### src/rtl/mac_tile_pkg.sv
// mac_tile_pkg
//   Shared definitions for the mac_tile_dbuf processing element:
//   - bit positions of the instruction word
//   - the decoded operation type and the precedence decoder
//   - the overflow classifier used by mac_sat for saturation
//   No ports; imported by mac_sat and mac_tile_dbuf.
package mac_tile_pkg;

  localparam int INST_KERNLD   = 0;
  localparam int INST_WS_EXEC  = 1;
  localparam int INST_OS_EXEC  = 2;
  localparam int INST_OS_FLUSH = 3;
  localparam int INST_SWAP     = 4;
  localparam int INST_BITS     = 5;

  // One operation acts per cycle; OP_NOP covers an all-zero low nibble.
  typedef enum logic [2:0] {
    OP_NOP,
    OP_KERNLD,
    OP_WS_EXEC,
    OP_OS_FLUSH,
    OP_OS_EXEC
  } op_e;

  // Result of checking a (psum_bw+1)-bit sum against the psum range.
  typedef enum logic [1:0] {
    SAT_NONE,
    SAT_HI,
    SAT_LO
  } sat_e;

  // Precedence: kernld > ws_exec > os_flush > os_exec.
  function automatic op_e decode_op(input logic [3:0] bits);
    op_e op;
    op = OP_NOP;
    if (bits[INST_KERNLD])        op = OP_KERNLD;
    else if (bits[INST_WS_EXEC])  op = OP_WS_EXEC;
    else if (bits[INST_OS_FLUSH]) op = OP_OS_FLUSH;
    else if (bits[INST_OS_EXEC])  op = OP_OS_EXEC;
    return op;
  endfunction

  // More than one of the four operation bits set.
  function automatic logic is_multi_hot(input logic [3:0] bits);
    return (bits & (bits - 4'd1)) != 4'd0;
  endfunction

  // top/next are the two most significant bits of a sum that carries one
  // guard bit above the psum width. Signed overflow shows as top != next
  // (top tells the direction); unsigned overflow shows as a carry in top.
  function automatic sat_e classify_sum(input logic top, input logic next,
                                        input logic signed_mode,
                                        input logic sat_mode);
    sat_e kind;
    kind = SAT_NONE;
    if (sat_mode) begin
      if (signed_mode) begin
        if (top != next) kind = top ? SAT_LO : SAT_HI;
      end else begin
        if (top) kind = SAT_HI;
      end
    end
    return kind;
  endfunction

endpackage

### src/rtl/mac_sat.sv
// mac_sat
//   Combinational multiply-accumulate: out = ext(a*b) + c, with the product
//   sign- or zero-extended per SIGNED and the sum either clamped (SAT=1) or
//   wrapped modulo 2^psum_bw (SAT=0).
//   Ports:
//     a, b  [bw-1:0]       operands
//     c     [psum_bw-1:0]  addend (partial sum / accumulator)
//     out   [psum_bw-1:0]  result
module mac_sat
  import mac_tile_pkg::*;
#(
  parameter int bw      = 4,
  parameter int psum_bw = 16,
  parameter int SIGNED  = 0,
  parameter int SAT     = 0
) (
  input  logic [bw-1:0]      a,
  input  logic [bw-1:0]      b,
  input  logic [psum_bw-1:0] c,
  output logic [psum_bw-1:0] out
);

  localparam int PW    = 2 * bw;
  localparam int EXT_W = psum_bw + 1 - PW;

  logic [PW-1:0]    a_ext;
  logic [PW-1:0]    b_ext;
  logic [PW-1:0]    prod;
  logic [psum_bw:0] prod_ext;
  logic [psum_bw:0] c_ext;
  logic [psum_bw:0] sum;
  logic             sign_mode;
  sat_e             sat_kind;

  // Operands are widened to the product width first so the multiply is a
  // plain same-width operation; the low 2*bw bits are the exact product in
  // both signed and unsigned modes. The sum keeps one guard bit so that
  // overflow can be detected before clamping.
  always_comb begin
    sign_mode = (SIGNED != 0);
    a_ext     = {{bw{sign_mode & a[bw-1]}}, a};
    b_ext     = {{bw{sign_mode & b[bw-1]}}, b};
    prod      = a_ext * b_ext;
    prod_ext  = {{EXT_W{sign_mode & prod[PW-1]}}, prod};
    c_ext     = {sign_mode & c[psum_bw-1], c};
    sum       = prod_ext + c_ext;
    sat_kind  = classify_sum(sum[psum_bw], sum[psum_bw-1], sign_mode, SAT != 0);
    out       = sum[psum_bw-1:0];
    case (sat_kind)
      SAT_HI:  out = sign_mode ? {1'b0, {(psum_bw-1){1'b1}}} : {psum_bw{1'b1}};
      SAT_LO:  out = sign_mode ? {1'b1, {(psum_bw-1){1'b0}}} : {psum_bw{1'b0}};
      default: out = sum[psum_bw-1:0];
    endcase
  end

endmodule

### src/rtl/mac_tile_dbuf.sv
// mac_tile_dbuf
//   Systolic-array MAC tile with two dataflows:
//   - weight-stationary: double-buffered weight store; the shadow bank is a
//     one-entry stage of the column's weight shift chain, ws_swap flips the
//     active bank at the end of the cycle.
//   - output-stationary: NUM_ACC accumulators filled round-robin; a product
//     latched by os_exec is accumulated one cycle later (pending accumulate);
//     os_flush shifts the accumulators south as a chain.
//   Ports:
//     clk, reset  clock, synchronous active-high reset
//     in_w        activation from west
//     in_n        weight (low bw bits) or psum from north
//     inst_w      instruction from west
//     out_s       southward weight / psum / flush data
//     out_e       eastward activation (registered a_q)
//     inst_e      registered instruction forwarded east
//     inst_err    sticky flag: multi-hot operation bits were seen
module mac_tile_dbuf
  import mac_tile_pkg::*;
#(
  parameter int bw         = 4,
  parameter int psum_bw    = 16,
  parameter int NUM_ACC    = 2,
  parameter int SIGNED     = 0,
  parameter int SAT        = 0,
  parameter int inst_width = 5
) (
  input  logic                  clk,
  input  logic                  reset,
  input  logic [bw-1:0]         in_w,
  input  logic [psum_bw-1:0]    in_n,
  input  logic [inst_width-1:0] inst_w,
  output logic [psum_bw-1:0]    out_s,
  output logic [bw-1:0]         out_e,
  output logic [inst_width-1:0] inst_e,
  output logic                  inst_err
);

  localparam int ACC_W = (NUM_ACC > 1) ? $clog2(NUM_ACC) : 1;
  localparam logic [ACC_W-1:0] ACC_LAST = ACC_W'(NUM_ACC - 1);

  logic [inst_width-1:0] inst_q, inst_d;
  logic                  inst_err_q, inst_err_d;
  logic [bw-1:0]         a_q, a_d;
  logic [bw-1:0]         wbank_q [2];
  logic [bw-1:0]         wbank_d [2];
  logic                  bank_sel_q, bank_sel_d;
  logic [bw-1:0]         b_os_q, b_os_d;
  logic [psum_bw-1:0]    c_q   [NUM_ACC];
  logic [psum_bw-1:0]    c_d   [NUM_ACC];
  logic [psum_bw-1:0]    c_upd [NUM_ACC];
  logic [ACC_W-1:0]      acc_ptr_q, acc_ptr_d;
  logic                  op_valid_q, op_valid_d;
  logic [ACC_W-1:0]      op_ptr_q, op_ptr_d;

  op_e                   op;
  logic                  swap;
  logic [psum_bw-1:0]    ws_result;
  logic [psum_bw-1:0]    os_result;
  logic [psum_bw-1:0]    os_c;

  mac_sat #(
    .bw(bw), .psum_bw(psum_bw), .SIGNED(SIGNED), .SAT(SAT)
  ) u_ws_mac (
    .a(a_q), .b(wbank_q[bank_sel_q]), .c(c_q[0]), .out(ws_result)
  );

  mac_sat #(
    .bw(bw), .psum_bw(psum_bw), .SIGNED(SIGNED), .SAT(SAT)
  ) u_os_mac (
    .a(a_q), .b(b_os_q), .c(os_c), .out(os_result)
  );

  // Instruction decode and the accumulator view with the pending
  // accumulate already applied; flush and the c register update both
  // build on c_upd so a product issued just before a flush is not lost.
  always_comb begin
    op    = decode_op(inst_q[3:0]);
    swap  = inst_q[INST_SWAP];
    os_c  = c_q[op_ptr_q];
    c_upd = c_q;
    if (op_valid_q) c_upd[op_ptr_q] = os_result;
  end

  // Next-state and southward output for the decoded operation.
  always_comb begin
    inst_d     = inst_w;
    inst_err_d = inst_err_q | is_multi_hot(inst_q[3:0]);
    a_d        = a_q;
    wbank_d    = wbank_q;
    bank_sel_d = bank_sel_q;
    b_os_d     = b_os_q;
    c_d        = c_upd;
    acc_ptr_d  = acc_ptr_q;
    op_valid_d = 1'b0;
    op_ptr_d   = op_ptr_q;
    out_s      = {{(psum_bw-bw){1'b0}}, b_os_q};

    case (op)
      OP_KERNLD: begin
        out_s                = {{(psum_bw-bw){1'b0}}, wbank_q[~bank_sel_q]};
        wbank_d[~bank_sel_q] = in_n[bw-1:0];
      end
      OP_WS_EXEC: begin
        a_d   = in_w;
        out_s = ws_result;
        // A pending accumulate into c[0] takes priority over the psum load.
        if (!(op_valid_q && (op_ptr_q == '0))) c_d[0] = in_n;
      end
      OP_OS_EXEC: begin
        a_d        = in_w;
        b_os_d     = in_n[bw-1:0];
        op_valid_d = 1'b1;
        op_ptr_d   = acc_ptr_q;
        acc_ptr_d  = (acc_ptr_q == ACC_LAST) ? '0 : acc_ptr_q + 1'b1;
      end
      OP_OS_FLUSH: begin
        out_s = c_upd[NUM_ACC-1];
        for (int k = 1; k < NUM_ACC; k++) c_d[k] = c_upd[k-1];
        c_d[0]    = in_n;
        acc_ptr_d = '0;
      end
      default: begin
      end
    endcase

    // The swap is applied last so same-cycle kernld/ws_exec saw the old bank.
    if (swap) bank_sel_d = ~bank_sel_q;
  end

  // State registers with synchronous reset.
  always_ff @(posedge clk) begin
    if (reset) begin
      inst_q     <= '0;
      inst_err_q <= 1'b0;
      a_q        <= '0;
      wbank_q[0] <= '0;
      wbank_q[1] <= '0;
      bank_sel_q <= 1'b0;
      b_os_q     <= '0;
      for (int k = 0; k < NUM_ACC; k++) c_q[k] <= '0;
      acc_ptr_q  <= '0;
      op_valid_q <= 1'b0;
      op_ptr_q   <= '0;
    end else begin
      inst_q     <= inst_d;
      inst_err_q <= inst_err_d;
      a_q        <= a_d;
      wbank_q    <= wbank_d;
      bank_sel_q <= bank_sel_d;
      b_os_q     <= b_os_d;
      c_q        <= c_d;
      acc_ptr_q  <= acc_ptr_d;
      op_valid_q <= op_valid_d;
      op_ptr_q   <= op_ptr_d;
    end
  end

  assign out_e    = a_q;
  assign inst_e   = inst_q;
  assign inst_err = inst_err_q;

endmodule

### config.mk
export PLATFORM = sky130hd
export DESIGN_NAME = mac_tile_dbuf
export DESIGN_NICKNAME = d
export VERILOG_FILES = /design/src/rtl/mac_tile_pkg.sv /design/src/rtl/mac_sat.sv /design/src/rtl/mac_tile_dbuf.sv
export SDC_FILE = /design/constraint.sdc
export NUM_CORES = 1
export LEC_CHECK = 0
export ABC_CLOCK_PERIOD_IN_PS = 5700
export BUFFER_PORTS_ARGS = -buffer_cell sky130_fd_sc_hd__buf_2
export CAP_MARGIN = 20
export CORE_MARGIN = 2
export CORE_UTILIZATION = 60
export DETAILED_ROUTE_END_ITERATION = 10
export PLACE_DENSITY = 0.81
export SKIP_CTS_REPAIR_TIMING = 1
export SLEW_MARGIN = 0
export SYNTH_ARGS = -nofsm -noshare
export SYNTH_HDL_FRONTEND = slang
export SYNTH_SLANG_ARGS = --single-unit
export TNS_END_PERCENT = 10
### constraint.sdc
create_clock -name clk -period 5.7 [get_ports clk]
set_input_delay 1.14 -clock clk [delete_from_list [all_inputs] [get_ports clk]]
set_output_delay 1.14 -clock clk [all_outputs]
set_load 0.01 [all_outputs]
* Word-level counts from Yosys, hierarchy flattened *
Index checks and enable logic that the tools add are counted.

word-level totals
  flip-flop bits (word level) = 58
  input bits = 27
  output and inout bits = 26
  word-level logic and storage cells = 67

cells by class
  add/subtract/negate cells = 4
  $mul = 2
  magnitude comparators = 5
  eq/ne operators = 4
  mux-type cells = 27
  bitwise operators = 7
  reduce and logical (&&, ||, !) cells = 6

operators by type and width
  operator                                                                       count
  16-bit 2-to-1 mux                                                              6
  16-bit case mux with 3 select lines                                            1
  8-bit by 16-bit adder with 16-bit output                                       2
  32-bit bitwise mux                                                             1
  32-bit 2-to-1 mux                                                              1
  16-bit case mux with 2 select lines                                            1
  4-bit 2-to-1 mux                                                               7
  16-bit demux with 1-bit select                                                 1
  4-bit by 4-bit multiplier with 8-bit output                                    2
  3-bit 2-to-1 mux                                                               4
  8-bit bitwise mux                                                              1
  3-bit by 2-bit equality test with 1-bit output (second input constant)         2
  2-bit greater-or-equal comparator (second input constant)                      3
  1-bit inverter with 2-bit output                                               3
  4-bit AND                                                                      1
  4-bit demux with 1-bit select                                                  1
  2-bit by 1-bit less-than comparator with 1-bit output (second input constant)  2
  4-bit nonzero test                                                             1
  4-bit by 1-bit subtractor with 4-bit output (second input constant)            1
  3-bit by 1-bit equality test with 1-bit output (second input constant)         1
  3-bit equality test (second input constant)                                    1
  1-bit logical AND                                                              3
  1-bit 2-to-1 mux                                                               2
  1-bit inverter                                                                 2
  5 further kinds                                                                5

* Longest topological paths before layout *
Gate-level depths: netlist (run 1).

  depth after elaboration = 9
  gate-level depth with buffers = 17
  depth with buffers taken out = 16

* By module *
A second synthesis (run 1) with hierarchy kept.

second synthesis, totals
  cell total of the unflattened synthesis = 546
  area, all modules = 4808.4 sq um

by module, submodules not included
  module              instances  cells each  area an instance (sq um)  sequential area each (sq um)
  mac_tile_dbuf       1          338         3064.2                    1161.1
  mac_sat (u_ws_mac)  1          104         879.6                     0.0
  mac_sat (u_os_mac)  1          104         864.6                     0.0

* Worst setup path before layout (run 1) *
No wires, ideal clock.

  path type = flip-flop to output port
  start point = register bank_sel_q
  end point = output port out_s[13]
  arrival time = 3.874 ns
  data required time = 4.560 ns
  setup slack = 0.686 ns
  cell stages (with the launch flop) = 16
  buffers on the path = 1
  cells stage by stage = dfxtp_1 > clkbuf_1 > mux2_2 > nand2_1 > fa_1 > fa_1 > fa_1 > inv_1 > ha_1 > nand2b_1 > a21boi_1 > o21ai_0 > a31oi_1 > nor3b_2 > xnor2_1 > o22ai_1

on the way
  longest elaborated chain between the ends = 7

RTL lines
  what                                                    RTL line              text
  start, declared                                         mac_tile_dbuf.sv:47   logic bank_sel_q, bank_sel_d;
  start signal, assigned                                  mac_tile_dbuf.sv:150  bank_sel_q <= bank_sel_d;
  1-bit inverter with 2-bit output (not written as such)  mac_tile_dbuf.sv:65   .a(a_q), .b(wbank_q[bank_sel_q]), .c(c_q[0]), .out(ws_result)
  4-bit 2-to-1 mux (not written as such) (3 in a row)     mac_tile_dbuf.sv:65
  4-bit by 4-bit multiplier with 8-bit output             mac_sat.sv:43         prod = a_ext * b_ext;
  8-bit by 16-bit adder with 16-bit output                mac_sat.sv:46         sum = prod_ext + c_ext;
  16-bit case mux with 3 select lines                     mac_tile_dbuf.sv:99   case (op)
  end, declared                                           mac_tile_dbuf.sv:33   output logic [psum_bw-1:0] out_s,

No other way between the ends. The select of a mux whose other input is x is not followed.

* Worst setup path after layout (run 1) *
  start point = register b_os_q[3]
  end point = output port out_s[7]

on the way
  longest elaborated chain between the ends = 5

RTL lines
  what                                         RTL line              text
  start, declared                              mac_tile_dbuf.sv:48   logic [bw-1:0] b_os_q, b_os_d;
  start signal, assigned                       mac_tile_dbuf.sv:151  b_os_q <= b_os_d;
  4-bit by 4-bit multiplier with 8-bit output  mac_sat.sv:43
  8-bit by 16-bit adder with 16-bit output     mac_sat.sv:46
  32-bit bitwise mux                           mac_tile_dbuf.sv:82   if (op_valid_q) c_upd[op_ptr_q] = os_result;
  32-bit 2-to-1 mux                            mac_tile_dbuf.sv:82
  16-bit case mux with 3 select lines          mac_tile_dbuf.sv:99

No other way between the ends.

==> results.toml, run 1 <==
[run_status]
status = "finished clean"

[yosys]
synthFlopType = "dfxtp_1"
synth_edf_count = 0
async_flop_share_pct = 0
syn-num-nets = 699
synth.distinct_cells = 63
synth_seq_area_share_pct = 23.4
syn_area_mm2 = 0.00495
yosysWarnings = 0
yosys_register_bits = 58
avgSynthCellArea_um2 = 8.02
syn_inst = 618

[finish]
final_area_mm2 = 0.00553
final_nets = 739
fill_cells = 699
num_antenna_cells = 0
areaGrowthSynthToFinish_pct = 11.5
drive_above_1_share_pct = 16.6

[pwr]
switching_power_w = 0.000332
seq_power_share_pct = 41.8
p_leak_nw = 2.37
power_frac_clock_pct = 39.3
sw_frac_of_total_pct = 30.1
pwr-share-comb_pct = 18.9
power_density_mw_per_mm2 = 199
finalPower_w = 0.00110
p_int_w = 0.000771
irDropWorstVdd_v = 0.000248

[timing]
min_period_over_period_pct = 97.4
fmax_mhz = 180
setup_viol = 0
period_needed_ns = 5.55
worst_pin_slew_ns = 1.08
slew_headroom_pct = 27.7
slew_viol_final = 0
finalHoldViolations = 0
fin_skew_ns = 0.00795

[clock_tree]
cts_root_buffer = "clkbuf_8"
htreeDepth = 3
clk_latency_ns = 0.35
cts_tree = "yes"
cts_buffers = 9
path_clk_slew_ns = 0.07
clockBufferDepth = 2
clock_sinks = 58

[worst_setup_path]
arrival_ns = 4.41
r2r_setup_slack_ns = 1.67
cp_data_required_time_ns = 4.56
end_kind = "primary output"
crit_fanout = 6
crit_path_start_kind = "flip-flop"
path_class = "reg2out"

[placed_design]
port_buffers = 52
place_congestion = 0.959
dp_hpwl_um = 10200
place_area_mm2 = 0.00526

[hold_path]
hold_path.class = "reg2reg"

[flow_run]
cap_violations = 0

[grt]
grt_max_degree = 49
grt_usage_pct = 31.4
grt-ovfl-total = 0
grt_pass1_wl_um = 21800
grt_pass1_vias = 4561
antenna_found_initial = 0

[floorplan]
coreArea_mm2 = 0.00809
die_h_um = 94.9
io_pins = 53
initial_core_util_pct = 61.2
floorplan.rows = 33
fp.dieW_um = 94.9
dieArea_mm2 = 0.00900

[routing]
initialDrtViolationCount = 408
wl_per_cell_um = 17.6
num_vias = 4706
wirelength_um = 13500
via_per_inst = 6.13
postRouteAntennaNets = 0
first_pass_iters = 7
drc_errors = 0
[power groups by stage]
stage               clock network [W]  registers, W  logic, W
global route                 0.000451      0.000464  0.000229
finish                       0.000433      0.000461  0.000208
floorplan                           0      0.000455  0.000150
CTS                          0.000432      0.000460  0.000204
detailed placement                  0      0.000469  0.000203
global placement                    0      0.000468  0.000195
[logic make-up after synthesis]
logic type      count (synthesis)  synth area share [%]
mux                            35                  7.27
flops                          58                  23.4
fa+ha+maj                      55                  16.6
compound gates                138                  18.9
simple gates                  204                  19.8
xor+xnor                       37                  6.69
buf+inv                        91                  7.32
[critical path, stage by stage (launching register included)]
cell and delay, ns:
dfxtp_1 0.44, nand2_1 0.12, fa_1 0.52, fa_1 0.52
fa_1 0.54, inv_1 0.04, ha_1 0.35, nor2b_4 0.16
o21ai_4 0.13, nand2_1 0.12, a31oi_2 0.28, xor2_1 0.29
o21ai_0 0.20, o2bb2ai_1 0.21, buf_2 0.16
[routing by layer]
layer / wire length [um] / GRT usage, % / vias up
met1: 5420 / 37.9 / 2198
met4: 780 / 19.1 / 0
met5: 0 / 0 / -
li1: - / - / 2204
met3: 940 / 6.46 / 58
met2: 6390 / 51.2 / 246
[flip-flops by register name, indices dropped and copies added (netlist names)]
signal / flops
bank_sel_q: 1
out_e: 4
wbank_q: 8
op_ptr_q: 1
acc_ptr_q: 1
b_os_q: 4
op_valid_q: 1
inst_e: 5
inst_err: 1
c_q: 32
[layout make-up]
cell class	instances	area, um2	share of cell area, %
multi-input combinational	469	3460	62.7
clock inverter	5	77.6	1.40
tap	105	131	2.38
inverter	59	221	4.01
clock buffer	11	141	2.56
sequential	58	1160	21.0
timing repair buffer	61	328	5.93
[placed cells by master, fill, tap and decap left out, types with 5 or more instances in the layout]
cell type,instances
nand3_1,16
mux2i_1,27
nor2_1,57
o211ai_1,7
buf_2,52
ha_1,36
buf_4,9
xor2_1,15
a21oi_2,5
fa_1,18
clkbuf_8,10
xnor2_1,21
a21oi_1,32
a221oi_1,8
nand2_1,65
nand4_1,5
mux2_2,8
o22ai_1,15
dfxtp_1,57
o21ai_0,22
nor2b_1,14
and2_1,21
a22oi_1,6
a211oi_1,8
inv_1,57
[final timing paths]
check	from	endpoint	cells after the start
min reg2reg	wbank_q[5]	wbank_q[5]	2
max reg2reg	b_os_q[3]	c_q[13]	13
min	wbank_q[5]	wbank_q[5]	2
max	b_os_q[3]	out_s[7]	14
[Yosys cell counts (3+ instances only)]
library cell	instances	area, um2
nand2_1	65	244
dfxtp_1	58	1160
inv_1	57	214
nor2_1	57	214
ha_1	36	450
a21oi_1	33	165
mux2i_1	27	270
o21ai_0	22	110
and2_1	21	131
xnor2_1	21	184
clkbuf_1	19	71.3
fa_1	18	360
nand3_1	16	80.1
o22ai_1	15	93.8
xor2_1	15	131
nor2b_1	14	87.6
buf_2	10	50.1
a211oi_1	8	60.1
a221oi_1	8	70.1
mux2_2	8	90.1
o211ai_1	7	52.6
a22oi_1	6	45.0
nand4_1	5	31.3
a21o_1	4	30.0
a21oi_2	4	35.0
a311oi_1	4	35.0
and3_1	4	25.0
nand2b_1	4	25.0
o21a_1	4	30.0
o221ai_1	4	35.0
a31oi_1	3	18.8
nor3_1	3	15.0
[per-stage QoR]
stage | hold WS, ns | util, % | instances | TNS [ns] | setup WS, ns
floorplan | 0.446 | - | 618 | 0 | 0.686
global placement | 0.451 | 65.0 | 750 | 0 | 0.571
detailed placement | 0.465 | 65.0 | 750 | 0 | 0.466
CTS | 0.475 | 67.7 | 766 | 0 | 0.0453
global route | 0.503 | 68.3 | 768 | -0.0641 | -0.0456
finish | 0.471 | 68.3 | 768 | 0 | 0.146
No activity file was read; power rests on OpenSTA's default activity.
==> run 2: changes to the inputs <==
--- a/config.mk
+++ b/config.mk
@@ -9,12 +9,12 @@
 export BUFFER_PORTS_ARGS = -buffer_cell sky130_fd_sc_hd__buf_2
 export CAP_MARGIN = 20
 export CORE_MARGIN = 2
-export CORE_UTILIZATION = 60
+export CORE_UTILIZATION = 56
 export DETAILED_ROUTE_END_ITERATION = 10
-export PLACE_DENSITY = 0.81
+export PLACE_DENSITY = 0.77
+export REMOVE_ABC_BUFFERS = 1
 export SKIP_CTS_REPAIR_TIMING = 1
 export SLEW_MARGIN = 0
 export SYNTH_ARGS = -nofsm -noshare
 export SYNTH_HDL_FRONTEND = slang
 export SYNTH_SLANG_ARGS = --single-unit
-export TNS_END_PERCENT = 10
==> results.toml, run 2 (synthesis gave the netlist of run 1 again) <==
[placed_design]
dp_hpwl_um = 10100
place_congestion = 0.948
port_buffers = 52
placedCellCount = 757

[routing]
postRouteAntennaNets = 0
initialDrtViolationCount = 470
wl_per_cell_um = 17.3
num_vias = 4717
wirelength_um = 13400
drc_errors = 0
first_pass_iters = 7
via_per_inst = 6.09

[timing]
min_period_over_period_pct = 96.2
hold_slack_ns = 0.469
worst_pin_slew_ns = 0.931
rsz0062_at_grt = "false"
fin_skew_ns = 0.00507
slew_viol_final = 0
setup_viol = 0
period_needed_ns = 5.49
tns_ns = 0
fmax_mhz = 182
slew_headroom_pct = 37.9
finalHoldViolations = 0

[worst_setup_path]
crit_path_max_incr_delay_ns = 0.55
r2r_setup_slack_ns = 1.70
crit_path_start_kind = "flip-flop"
crit_family = "adder cells"
cp_data_required_time_ns = 4.56
arrival_ns = 4.35
path_class = "reg2out"
reg2regPathDepth = 13
crit_buf_inv = 2
end_kind = "primary output"
timing.rr.end = "c_q[7]"
worstReg2RegStart = "b_os_q[3]"
crit_fanout = 6
path_cells = "nand2_1 > fa_1 > fa_1 > fa_1 > inv_1 > ha_1 > nor2b_4 > o21ai_4 > nand2_1 > a31oi_1 > xor2_1 > o21ai_0 > o2bb2ai_1 > buf_2"
critical-path-slowest-cell = "fa_1"
path_common_cell = "fa_1"

[floorplan]
die_h_um = 98.1
initial_core_util_pct = 57.4
dieArea_mm2 = 0.00962
floorplan.rows = 34
fp.dieW_um = 98.1
coreArea_mm2 = 0.00864
io_pins = 53

[finish]
mostFrequentLayoutCells = "nand2_1, inv_1, nor2_1, dfxtp_1, buf_2"
fill_cells = 729
areaGrowthSynthToFinish_pct = 11.3
final_common_cell = "nand2_1"
fin_cells = 774
largest_reg_flops = 32
drive_above_1_share_pct = 16.7
regMostFlops = "c_q"
final_nets = 742
num_antenna_cells = 0

[pwr]
switching_power_w = 0.000329
power_frac_clock_pct = 36.7
irDropWorstVdd_v = 0.000138
power_density_mw_per_mm2 = 191
p_int_w = 0.000727
sw_frac_of_total_pct = 31.1
p_leak_nw = 2.39
pwr-share-comb_pct = 19.5
seq_power_share_pct = 43.8

[clock_tree]
htreeDepth = 3
clock_sinks = 58
cts_buffers = 9
cts_root_buffer = "clkbuf_8"
path_clk_slew_ns = 0.07
cts_tree = "yes"
clockBufferDepth = 2
clk_latency_ns = 0.35

[grt]
grt_pass1_wl_um = 22000
grt_pass1_vias = 4599
grt_max_degree = 49
grt-ovfl-total = 0
grt_usage_pct = 28.1
antenna_found_initial = 0

[hold_path]
min_from = "inst_err"
min_to = "inst_err"
hold_path.class = "reg2reg"
whs_path_depth = 2

[run_status]
status = "finished clean"

[flow_run]
cap_violations = 0
[run 2: cell count changes in the layout (fill, tap and decap cells not counted), sizes merged]
cell      change
buf           +3
clkinv        +2
bufinv        -1
clkinvlp      -1
[run 2: tightest hold or removal path: cells and delay by family, from the launching register on]
| family | cells | cell delay (ns) |
|---|---|---|
| and+or+nand+nor | 2 | 0.11 |
| DFF | 1 | 0.32 |
[run 2: final cells by class]
type | count | area, um2 | area share [%]
Sequential cell | 58 | 1160 | 21.1
Inverter | 59 | 221 | 4.01
Timing Repair Buffer | 64 | 350 | 6.35
Tap cell | 108 | 135 | 2.45
Clock inverter | 5 | 53.8 | 0.975
Clock buffer | 11 | 141 | 2.56
Multi-Input combinational cell | 469 | 3450 | 62.6
[run 2: how the worst max path moves through the flow]
stage	cells after the start	slack, ns	endpoint	startpoint
5_1_grt	16	0.01	out_s[13]	bank_sel_q
6_report	14	0.21	out_s[7]	b_os_q[3]
3_5_place_dp	15	0.51	out_s[12]	bank_sel_q
3_3_place_gp	15	0.67	out_s[12]	bank_sel_q
2_1_floorplan	14	0.54	out_s[13]	bank_sel_q
4_1_cts	15	0.12	out_s[12]	bank_sel_q
[run 2: metrics by stage]
step / util, % / worst slack (ns) / area (um2) / power [W]
after floorplan: - / 0.537 / 4810 / 0.000596
after global placement: 61.3 / 0.666 / 5300 / 0.000665
after detailed placement: 61.3 / 0.509 / 5300 / 0.000672
after CTS: 63.6 / 0.115 / 5490 / 0.00105
after global routing: 63.9 / 0.0106 / 5520 / 0.00110
final: 63.9 / 0.214 / 5520 / 0.00106
[run 2: power groups by stage]
| stage | sequential [W] | clock, W | combinational [W] |
|---|---|---|---|
| 3_5_place_dp | 0.000470 | 0 | 0.000202 |
| 3_3_place_gp | 0.000469 | 0 | 0.000197 |
| 5_1_grt | 0.000466 | 0.000409 | 0.000227 |
| 6_report | 0.000462 | 0.000387 | 0.000206 |
| 2_1_floorplan | 0.000466 | 0 | 0.000130 |
| 4_1_cts | 0.000461 | 0.000389 | 0.000204 |
[run 2: per-layer routing]
metal / global-route usage (%) / share of wire, %
met5: 0 / 0
met4: 8.55 / 2.5
met3: 6.08 / 9.3
met2: 47.3 / 47
met1: 36.2 / 42
==> run 3: changes to the inputs <==
--- a/config.mk
+++ b/config.mk
@@ -8,10 +8,12 @@
 export ABC_CLOCK_PERIOD_IN_PS = 5700
 export BUFFER_PORTS_ARGS = -buffer_cell sky130_fd_sc_hd__buf_2
 export CAP_MARGIN = 20
+export CELL_PAD_IN_SITES_DETAIL_PLACEMENT = 0
+export CELL_PAD_IN_SITES_GLOBAL_PLACEMENT = 1
 export CORE_MARGIN = 2
-export CORE_UTILIZATION = 56
+export CORE_UTILIZATION = 45
 export DETAILED_ROUTE_END_ITERATION = 10
-export PLACE_DENSITY = 0.77
+export PLACE_DENSITY_LB_ADDON = 0.1
 export REMOVE_ABC_BUFFERS = 1
 export SKIP_CTS_REPAIR_TIMING = 1
 export SLEW_MARGIN = 0
==> results.toml, run 3 (synthesis gave the netlist of run 1 again) <==
[worst_setup_path]
crit_path_max_incr_delay_ns = 0.51
path_cells = "mux2_2 > nand2_1 > fa_1 > fa_1 > fa_1 > inv_1 > ha_1 > nand2b_1 > a21boi_2 > o21ai_1 > a31oi_1 > buf_4 > nor3b_2 > xnor2_1 > o22ai_1 > buf_2"
path_common_cell = "fa_1"
crit_fanout = 5
crit_buf_inv = 3
critical_path_cell_count = 16
arrival_ns = 4.33
end_kind = "primary output"
critical-path-slowest-cell = "fa_1"
crit_family = "adder cells"
reg2regPathDepth = 13
crit_path_start_kind = "flip-flop"
cp_data_required_time_ns = 4.56
path_class = "reg2out"

[routing]
wirelength_um = 14900
wl_per_cell_um = 18.4
postRouteAntennaNets = 0
drc_errors = 0
num_vias = 4501
initialDrtViolationCount = 224
via_per_inst = 5.57
first_pass_iters = 6

[clock_tree]
clockBufferDepth = 2
cts_buffers = 9
path_clk_slew_ns = 0.07
cts_root_buffer = "clkbuf_8"
htreeDepth = 3
clock_sinks = 58
cts_tree = "yes"
clk_latency_ns = 0.38

[timing]
period_needed_ns = 5.47
finalHoldViolations = 0
worst_pin_slew_ns = 0.892
tns_ns = 0
setup_viol = 0
min_period_over_period_pct = 95.9
rsz0062_at_grt = "false"
fin_skew_ns = 0.0132
slew_headroom_pct = 39.9
fmax_mhz = 183
slew_viol_final = 0

[pwr]
seq_power_share_pct = 44.5
finalPower_w = 0.00103
p_int_w = 0.000681
sw_frac_of_total_pct = 33.6
switching_power_w = 0.000344
power_density_mw_per_mm2 = 184
p_leak_nw = 2.37
irDropWorstVdd_v = 0.000155
pwr-share-comb_pct = 20.9
power_frac_clock_pct = 34.6

[finish]
final_nets = 744
fin_cells = 808
drive_above_1_share_pct = 17.1
final_common_cell = "nand2_1"
largest_reg_flops = 32
final_area_mm2 = 0.00556
mostFrequentLayoutCells = "nand2_1, inv_1, nor2_1, dfxtp_1, buf_2"
fin_util_pct = 51.5
regMostFlops = "c_q"
num_antenna_cells = 0
areaGrowthSynthToFinish_pct = 12.2

[floorplan]
fp.dieW_um = 109
initial_core_util_pct = 45.9
io_pins = 53
floorplan.rows = 38
coreArea_mm2 = 0.0108
die_h_um = 109
dieArea_mm2 = 0.0119

[placed_design]
place_area_mm2 = 0.00536
place_congestion = 0.872
dp_hpwl_um = 11000
port_buffers = 52
placedCellCount = 790

[hold_path]
whs_path_depth = 2
hold_path.class = "reg2reg"

[grt]
antenna_found_initial = 0
grt_pass1_vias = 4535
grt-ovfl-total = 0
grt_usage_pct = 26.7
grt_max_degree = 49
grt_pass1_wl_um = 23600

[run_status]
status = "finished clean"

[flow_run]
cap_violations = 0
run 3: through the flow:
stage	worst slack (ns)	hold WS, ns
2_1_floorplan	0.537	0.440
3_3_place_gp	0.543	0.446
3_5_place_dp	0.452	0.470
4_1_cts	0.0375	0.478
5_1_grt	0.000971	0.503
6_report	0.235	0.475
run 3: tightest hold or removal path: cells and delay by family (launching register included):
family / cells / cell delay (ns)
compound gates: 1 / 0.05
flops: 1 / 0.32
simple gates: 1 / 0.06
run 3: power by group through the flow:
| stage | registers, W | clock network, W | logic, W |
|---|---|---|---|
| finish | 0.000457 | 0.000355 | 0.000214 |
| detailed placement | 0.000466 | 0 | 0.000212 |
| floorplan | 0.000466 | 0 | 0.000130 |
| CTS | 0.000456 | 0.000362 | 0.000213 |
| global route | 0.000460 | 0.000379 | 0.000237 |
| global placement | 0.000465 | 0 | 0.000208 |
run 3: path summary, 6_finish.rpt:
check,to,from,slack (ns)
worst min register to register,wbank_q[5],wbank_q[5],0.47
worst max-delay path,out_s[13],bank_sel_q,0.23
worst min-delay path,wbank_q[5],wbank_q[5],0.47
worst max register to register,c_q[7],b_os_q[2],1.71
run 3: layout make-up:
type	instances	area (um2)
Fill cell	1104	5230
Multi-Input combinational cell	469	3450
Sequential cell	58	1170
Timing Repair Buffer	66	378
Inverter	59	221
Tap cell	140	175
Clock buffer	11	141
Clock inverter	5	30.0
run 3: layer usage:
layer	global-route usage (%)	vias to the layer above	wire, um
li1	-	2222	-
met1	34.6	2137	6710
met2	43.5	119	7020
met3	4.84	23	784
met4	11.4	0	366
met5	0	-	0
